==> config.mk <==
export PLATFORM = sky130hd
export DESIGN_NAME = alu
export DESIGN_NICKNAME = d
export VERILOG_FILES = /design/src/rtl/alu.sv
export SDC_FILE = /design/constraint.sdc
export NUM_CORES = 1
export LEC_CHECK = 0
export CORE_MARGIN = 2
export CORE_UTILIZATION = 25
export DETAILED_ROUTE_END_ITERATION = 6
export MAX_ROUTING_LAYER = met4
export PLACE_DENSITY_LB_ADDON = 0.3
export SYNTH_ARGS = -nofsm -noshare
export SYNTH_HDL_FRONTEND = slang
export SYNTH_SLANG_ARGS = --single-unit
==> constraint.sdc <==
create_clock -name clk -period 11.78 [get_ports clk]
set_clock_uncertainty 0.1 [all_clocks]
set_input_delay 1.767 -clock clk [delete_from_list [all_inputs] [get_ports clk]]
set_output_delay 1.767 -clock clk [all_outputs]
set_load 0.02 [all_outputs]
==> src/rtl/alu.sv <==
// alu - 16-bit arithmetic/logic unit for the tiny16 datapath.
//
// Each operation finishes in one cycle, and both outputs are registered.
// Reserved opcodes leave dst and flags unchanged. CMP updates only the flags.
//
// Ports:
//   clk      in   1   rising-edge clock
//   rst      in   1   synchronous active-high reset; it overrides any operation
//   opcode   in   4   operation select
//   ar_flag  in   1   1 = signed MUL/DIV and arithmetic SHR
//   src1     in  16   first operand
//   src2     in  16   second operand; bits [3:0] give the shift amount
//   dst      out 16   registered result
//   flags    out  4   registered {Z, N, C, V}
//
// Build option: define ALU_DIV_EN to build the divider. Without it, opcode
// 0110 acts as a reserved opcode.

module alu (
    input  logic        clk,
    input  logic        rst,
    input  logic [3:0]  opcode,
    input  logic        ar_flag,
    input  logic [15:0] src1,
    input  logic [15:0] src2,
    output logic [15:0] dst,
    output logic [3:0]  flags
);

    localparam logic [3:0] OpAdd = 4'b0011;
    localparam logic [3:0] OpSub = 4'b0100;
    localparam logic [3:0] OpMul = 4'b0101;
    localparam logic [3:0] OpDiv = 4'b0110;
    localparam logic [3:0] OpAnd = 4'b0111;
    localparam logic [3:0] OpOr  = 4'b1000;
    localparam logic [3:0] OpXor = 4'b1001;
    localparam logic [3:0] OpNot = 4'b1010;
    localparam logic [3:0] OpShl = 4'b1011;
    localparam logic [3:0] OpShr = 4'b1100;
    localparam logic [3:0] OpCmp = 4'b1101;

    logic [15:0] dst_q, dst_d;
    logic [3:0]  flags_q, flags_d;

    // Each datapath unit is computed every cycle, and the opcode selects one.
    logic [16:0]        sum;
    logic [16:0]        diff;
    logic [31:0]        prod_u;
    logic signed [31:0] prod_s;
    logic [16:0]        shl;
    logic [16:0]        shr_in;
    logic [16:0]        shr_l;
    logic signed [16:0] shr_a;
    logic               add_ovf;
    logic               sub_ovf;

    always_comb begin
        sum     = {1'b0, src1} + {1'b0, src2};
        diff    = {1'b0, src1} - {1'b0, src2};   // bit 16 is the borrow
        prod_u  = {16'h0000, src1} * {16'h0000, src2};
        prod_s  = $signed(src1) * $signed(src2);
        // Bit 16 of the left shift holds the last bit shifted out.
        // It is 0 when the shift amount is 0.
        shl     = {1'b0, src1} << src2[3:0];
        // A guard bit is appended below the LSB. After the right shift, bit 0
        // holds the last bit shifted out.
        shr_in  = {src1, 1'b0};
        shr_l   = shr_in >> src2[3:0];
        shr_a   = $signed(shr_in) >>> src2[3:0];
        add_ovf = (src1[15] == src2[15]) && (sum[15] != src1[15]);
        sub_ovf = (src1[15] != src2[15]) && (diff[15] != src1[15]);
    end

`ifdef ALU_DIV_EN
    logic [15:0]        divisor;
    logic [15:0]        quot_u;
    logic signed [15:0] quot_s;
    logic               div_zero;
    logic               div_ovf;

    always_comb begin
        div_zero = (src2 == 16'h0000);
        div_ovf  = ar_flag && (src1 == 16'h8000) && (src2 == 16'hFFFF);
        // Substitute a safe divisor for /0. The result is overridden anyway.
        divisor  = div_zero ? 16'h0001 : src2;
        quot_u   = src1 / divisor;
        quot_s   = $signed(src1) / $signed(divisor);
    end
`endif

    logic [15:0] res;
    logic        c_flag;
    logic        v_flag;
    logic        upd;
    logic        wr_dst;

    always_comb begin
        res     = 16'h0000;
        c_flag  = 1'b0;
        v_flag  = 1'b0;
        upd     = 1'b1;
        wr_dst  = 1'b1;
        dst_d   = dst_q;
        flags_d = flags_q;

        case (opcode)
            OpAdd: begin
                res    = sum[15:0];
                c_flag = sum[16];
                v_flag = add_ovf;
            end
            OpSub, OpCmp: begin
                res    = diff[15:0];
                c_flag = diff[16];
                v_flag = sub_ovf;
                wr_dst = (opcode == OpSub);
            end
            OpMul: begin
                if (ar_flag) begin
                    res    = prod_s[15:0];
                    c_flag = (prod_s[31:16] != {16{prod_s[15]}});
                end else begin
                    res    = prod_u[15:0];
                    c_flag = (prod_u[31:16] != 16'h0000);
                end
                v_flag = c_flag;
            end
`ifdef ALU_DIV_EN
            OpDiv: begin
                if (div_zero) begin
                    res    = 16'hFFFF;
                    v_flag = 1'b1;
                end else if (div_ovf) begin
                    res    = 16'h8000;
                    v_flag = 1'b1;
                end else begin
                    res = ar_flag ? quot_s : quot_u;
                end
            end
`endif
            OpAnd: res = src1 & src2;
            OpOr:  res = src1 | src2;
            OpXor: res = src1 ^ src2;
            OpNot: res = ~src1;
            OpShl: begin
                res    = shl[15:0];
                c_flag = shl[16];
            end
            OpShr: begin
                res    = ar_flag ? shr_a[16:1] : shr_l[16:1];
                c_flag = ar_flag ? shr_a[0] : shr_l[0];
            end
            default: upd = 1'b0;
        endcase

        if (upd) begin
            if (wr_dst) begin
                dst_d = res;
            end
            flags_d = {(res == 16'h0000), res[15], c_flag, v_flag};
        end
    end

    always_ff @(posedge clk) begin
        if (rst) begin
            dst_q   <= 16'h0000;
            flags_q <= 4'b0000;
        end else begin
            dst_q   <= dst_d;
            flags_q <= flags_d;
        end
    end

    assign dst   = dst_q;
    assign flags = flags_q;

endmodule

* Word level (Yosys, flattened, before mapping)
Index checks and enable logic that the tools add are counted.
** Storage, ports and cells
- Register bits :: 20
- Output and inout port bits :: 20
** Operators by class
- Equal/unequal tests :: 15
- $add $sub $neg :: 2
- Bitwise operators :: 4
- Reductions and logical operators :: 7
- Mux-type cells :: 9
- Multipliers :: 2
- Shift operators :: 3
** Operators by type and width (count)
- case mux 16 bit (9 select lines) :: 1
- multiplier 16 x 16 -> 32 bit :: 2
- 2-to-1 mux 16 bit :: 2
- equality test 4 bit (second input constant) :: 6
- adder 16 x 16 -> 17 bit :: 1
- left shift 16 x 4 -> 17 bit :: 1
- right shift 17 x 4 -> 17 bit :: 1
- >>> shifter 17 x 4 -> 17 bit :: 1
- subtractor 16 x 16 -> 17 bit :: 1
- AND 16 bit :: 1
- zero test 16 bit :: 1
- inequality test 16 bit :: 1
- inverter 16 bit :: 1
- bitwise OR 16 bit :: 1
- nonzero test 16 bit :: 1
- XOR 16 bit :: 1
- equality test 4 x 3 -> 1 bit (second input constant) :: 3
- OR reduction 10 bit :: 1
- case mux 1 bit (5 select lines) :: 1
- equality test 4 x 2 -> 1 bit (second input constant) :: 1
- 2-to-1 mux 1 bit :: 4
- inequality test 1 bit :: 3
- case mux 1 bit (3 select lines) :: 1
- logical AND 1 bit :: 2
- other kinds (3) :: 3

* Logic depth before layout (Yosys ltp)
- Depth in word-level cells :: 4
- Mapped depth :: 30
- Mapped depth without buffers :: 25

* Worst setup path after synthesis
OpenSTA, ideal clock, no wires.
- Kind :: input port to flip-flop
- Start point :: input src2[1]
- End point :: register flags_q[1], in the netlist flags[1]
- Data required time :: 11549 ps
- Path slack :: 2664 ps
- Buffers on the path :: 6
- Stages :: 28
- Arrival time :: 8885 ps
- Cells stage by stage :: buf_2 > buf_2 > buf_4 > buf_2 > buf_2 > buf_1 > nand2_1 > fa_1 > fa_1 > inv_1 > fa_1 > inv_1 > fa_1 > inv_1 > fa_1 > inv_1 > fa_1 > inv_1 > ha_1 > o211ai_1 > a211oi_1 > o21ai_0 > a31oi_1 > xor2_1 > or3_1 > mux4_2 > o41ai_2 > o21ai_1
** On the way
- Longest elaborated chain between the ends :: 4
- Elaborated cells on any way between the ends :: 12
- Those cells by class :: add/sub (2); mul (2); eq/ne (1); shift (3); mux (3); reduce/logical (1)
** RTL lines
- from (decl) :: RTL line 25 : input logic [15:0] src2,
- multiplier 16 x 16 -> 32 bit (on tied branches) :: RTL line 61, 60
- inequality test 16 bit / nonzero test 16 bit (equally long branches) :: RTL line 121, 124
- 2-to-1 mux 1 bit :: RTL line 119 : if (ar_flag) begin
- case mux 1 bit (5 select lines) (*) :: RTL line 106 : case (opcode)
- to (signal assigned) :: RTL line 170 : flags_q <= flags_d;
- to (decl) :: RTL line 43 : logic [3:0] flags_q, flags_d;
Mark *: on every way between the ends. The rest lies on a longest branch, timed or not.
A chain may end at the register's enable or synchronous reset.

* Worst setup path in the final report
- Start point :: input src2[5]
- End point :: register flags_q[1], in the netlist flags[1]
Same word-level chain as after synthesis.

==> results.md <==
Status:
- The flow ran to the end, and the final reports show no timing, DRC or antenna violations.

Die:
- The x dimension of the die is 287.3 um.
- 59 I/O pins were placed.
- The initial core utilization is 25.32%.
- The overall die area is 82540 sq um.
- The floorplan step defined a core boundary enclosing 79260 sq um.
- The vertical die dimension is 287.3 um.
- The placement row count is 103.

Synth:
- In the post-synthesis netlist, the biggest area contributors are fa_1, ha_1, inv_1, nor2_1, nand2_1.
- Of all flip-flops after synthesis, the portion carrying an async set or reset was 0%.
- By count the netlist is led by inv_1, fa_1, nor2_1, nand2_1, ha_1.
- After technology mapping, the gate count stands at 2459.
- In this run, distinct cell masters in the synthesized netlist total 90.
- The number of synthesis warnings is 0.
- The most frequent cell after synthesis is inv_1.
- The share of the Yosys chip area taken by registers is 1.995%.
- The summed instance area of the synthesized netlist is 20070 sq um.
- Synthesis produced a netlist with a net count of 3069.
- Each instance of the synthesized netlist takes up on average 8.160 sq um.
- The cell type with the largest total area after synthesis is fa_1.
- In the synthesized netlist the dominant register cell turns out to be dfxtp_1.
- The register bit count reported by yosys is 20.
- In this run, synthesis inferred 0 flip-flops with an integrated enable.
- The synthesized design devotes to its leading area cell type 36.72% of total area.

Detailed routing:
- For this block, the routed nets add up to 73.14 mm of wire.
- Detailed routing inserted a total of 17590 vias.
- The starting DRC count in detailed routing is 1593.
- The remaining design rule violation count is 0.
- After detailed routing, the number of vias per cell comes to 5.055.
- The antenna violation net count after detailed routing is 0.
- In the final routed layout, each cell accounts on average for 21.02 um.
- The total iterations of the first detailed-routing run is 6.

STA:
- Setup repair after global routing left no endpoint under its margin.
- Setup violations remaining at the end of the flow were counted as 0.
- The max-slew headroom at the worst pin is 24.78%.
- The number of failing hold endpoints at the final stage is 0.
- For the pin with the worst max-slew slack, the measured transition is 1.127 ns.
- The number of pins exceeding their max-slew limit in the final report is 0.
- Counting I/O delays and the setup requirement, the final critical path takes 10.09 ns.
- The period utilization is 85.63%.
- The setup TNS after final layout is 0 ns.
- For this run, the top clock speed supported by timing is 99.14 MHz.

Final layout:
- The area added between synthesis and finish is 8.567%.
- The final cell utilization of the core is 27.49%.
- At the end of the flow, the number of nets in the layout was 3041.
- The antenna cell count is 0.
- The post-route netlist has 4.240% of its cells at a drive strength greater than 1.

Worst setup path:
- The worst register-to-register path has a setup slack of 10.23 ns.
- The kind of end point of the critical path is a flip-flop.
- In this run the critical register-to-register path is captured at flags[1]$_SDFFE_PP0P_.
- The source of the critical timing path is src2[5].
- By startpoint and endpoint, the worst setup path is classified as primary input to flip-flop.
- The startpoint class of the critical path is a primary input.
- The depth of the most critical reg-to-reg path is 6.
- The data required time of the worst path is 11.80 ns.
- The maximum fanout along the worst path is 10.
- The critical path capture point is flags[1]$_SDFFE_PP0P_.
- The endpoint arrival time on the critical path is 10.10 ns.
- The worst register-to-register path begins at flags[1]$_SDFFE_PP0P_.

Global route:
- The first-pass GRT wire length is 112.7 mm.
- For this run, the total global-route usage over all layers was measured as 18.37%.
- The via count of the first global-routing pass is 17880.
- Entering global routing, the biggest net connects 48 pins.
- The number of antenna violations at the first check in global routing is 0.
- The global-route congestion overflow total is 0.

CTS:
- The clock sink count is 20.
- Post-CTS repair changed the size of 0 cells.
- The tree is rooted in a clkbuf_16.
- The clock reaches the later pin of the worst-skew pair after 0.25 ns.
- The maximum buffer depth of the clock tree is 2.
- Once the clock tree was built, the setup fixing pass inserted 0 buffers.
- The number of CTS-inserted buffers is 3.
- The CTS tree is built.
- The count of hold-fix buffers inserted at cts is 0.
- The maximum level of the CTS H-tree is 1.
- Clock-pin slew was measured on the worst setup and hold paths at 0.06 ns.

Place:
- The weighted congestion reported at the end of routability-driven placement is 0.9662.
- Detailed placement finished with a half-perimeter wire length of 60.29 mm.
- The number of port buffers is 58.

Flow run:
- The tool flagged a number of max-cap violations equal to 0.

Worst hold path:
- In this run the most critical hold path is launched from flags[2]$_SDFFE_PP0P_.
- The worst hold path belongs to the class flip-flop to flip-flop.
## flip-flops by register name, indices dropped and copies added (netlist names)
| name | flops |
|---|---|
| dst | 16 |
| flags | 4 |
## placed cells by master, fill, tap and decap left out, types with 10 or more instances in the layout
cell / n
a2111oi_0: 12
a211o_1: 13
a211oi_1: 46
a21o_1: 22
a21oi_1: 104
a31oi_1: 10
and2_1: 12
buf_4: 41
clkdlybuf4s50_1: 54
clkinv_1: 13
dfxtp_1: 20
fa_1: 368
ha_1: 203
inv_1: 491
mux2_2: 11
mux2i_1: 27
mux4_2: 11
nand2_1: 225
nand2b_1: 18
nand3_1: 25
nand4_1: 10
nor2_1: 247
nor2b_1: 16
nor3_1: 36
o2111ai_1: 10
o211ai_1: 16
o21a_1: 13
o21ai_0: 80
o21bai_1: 12
o22ai_1: 16
o31ai_1: 15
or3_1: 11
xnor2_1: 39
xor2_1: 15
## layer usage
metal  vias to the layer above  global-route usage (%)  routed length [um]
li1                       7934                       -                   -
met2                       681                   29.33               33960
met4                         0                   3.932                1914
met5                         -                       -                   0
met3                        99                   1.706                4737
met1                      8873                   25.23               32530
## logic make-up (layout without fill, tap and decap cells)
logic type	Yosys count	in the layout	synth area share, %
AO/OA/AOI/OAI	472	472	16.31
XOR/XNOR	54	54	2.357
adder cells (fa/ha/maj)	571	571	49.37
buffers and inverters	637	607	12.17
flip-flops	20	20	1.995
multiplexers	49	49	3.199
AND/OR/NAND/NOR	656	656	14.59
## worst min-delay path by stage
stage | to | slack, ns | depth (start not counted)
2_1_floorplan | flags[2]$_SDFFE_PP0P_ | 0.43 | 2
3_3_place_gp | flags[2]$_SDFFE_PP0P_ | 0.38 | 2
3_5_place_dp | flags[2]$_SDFFE_PP0P_ | 0.38 | 2
4_1_cts | flags[2]$_SDFFE_PP0P_ | 0.39 | 2
5_1_grt | flags[2]$_SDFFE_PP0P_ | 0.41 | 2
6_report | flags[2]$_SDFFE_PP0P_ | 0.38 | 2
## critical path, cell delays in order
cell and delay, ns:
clkdlybuf4s50_1 0.86, clkinv_1 0.52, nor2_1 0.62, fa_1 0.58
fa_1 0.47, inv_1 0.34, fa_1 0.52, fa_1 0.57
fa_1 0.43, fa_1 0.49, inv_1 0.04, ha_1 0.37
a21o_1 0.25, a21o_1 0.19, a21o_1 0.25, a2111oi_4 0.39
a21oi_1 0.12, or3_1 0.35, mux4_2 0.46, o41ai_2 0.36
o21ai_1 0.12
## through the flow
| step | worst slack, ns | std cells | area (sq um) | hold slack (ns) |
|---|---|---|---|---|
| global placement | 1.753 | 3476 | 21710 | 0.3762 |
| detailed placement | 1.614 | 3476 | 21710 | 0.3792 |
| global route | 1.373 | 3479 | 21780 | 0.4068 |
| finish | 1.693 | 3479 | 21780 | 0.3836 |
| floorplan | 2.664 | 2459 | 20070 | 0.4331 |
| CTS | 1.841 | 3479 | 21780 | 0.3868 |
## cell type report
| cell class | count | area (sq um) |
|---|---|---|
| Tap cell | 1050 | 1314 |
| Clock buffer | 3 | 75.07 |
| Timing Repair Buffer | 99 | 868.3 |
| Inverter | 505 | 1896 |
| Sequential cell | 20 | 400.4 |
| Fill cell | 8697 | 57470 |
| Multi-Input combinational cell | 1802 | 17230 |
Power is left out: the tool's default activity adds up to more than one toggle a clock period on the data nets, which glitch-free logic cannot reach.
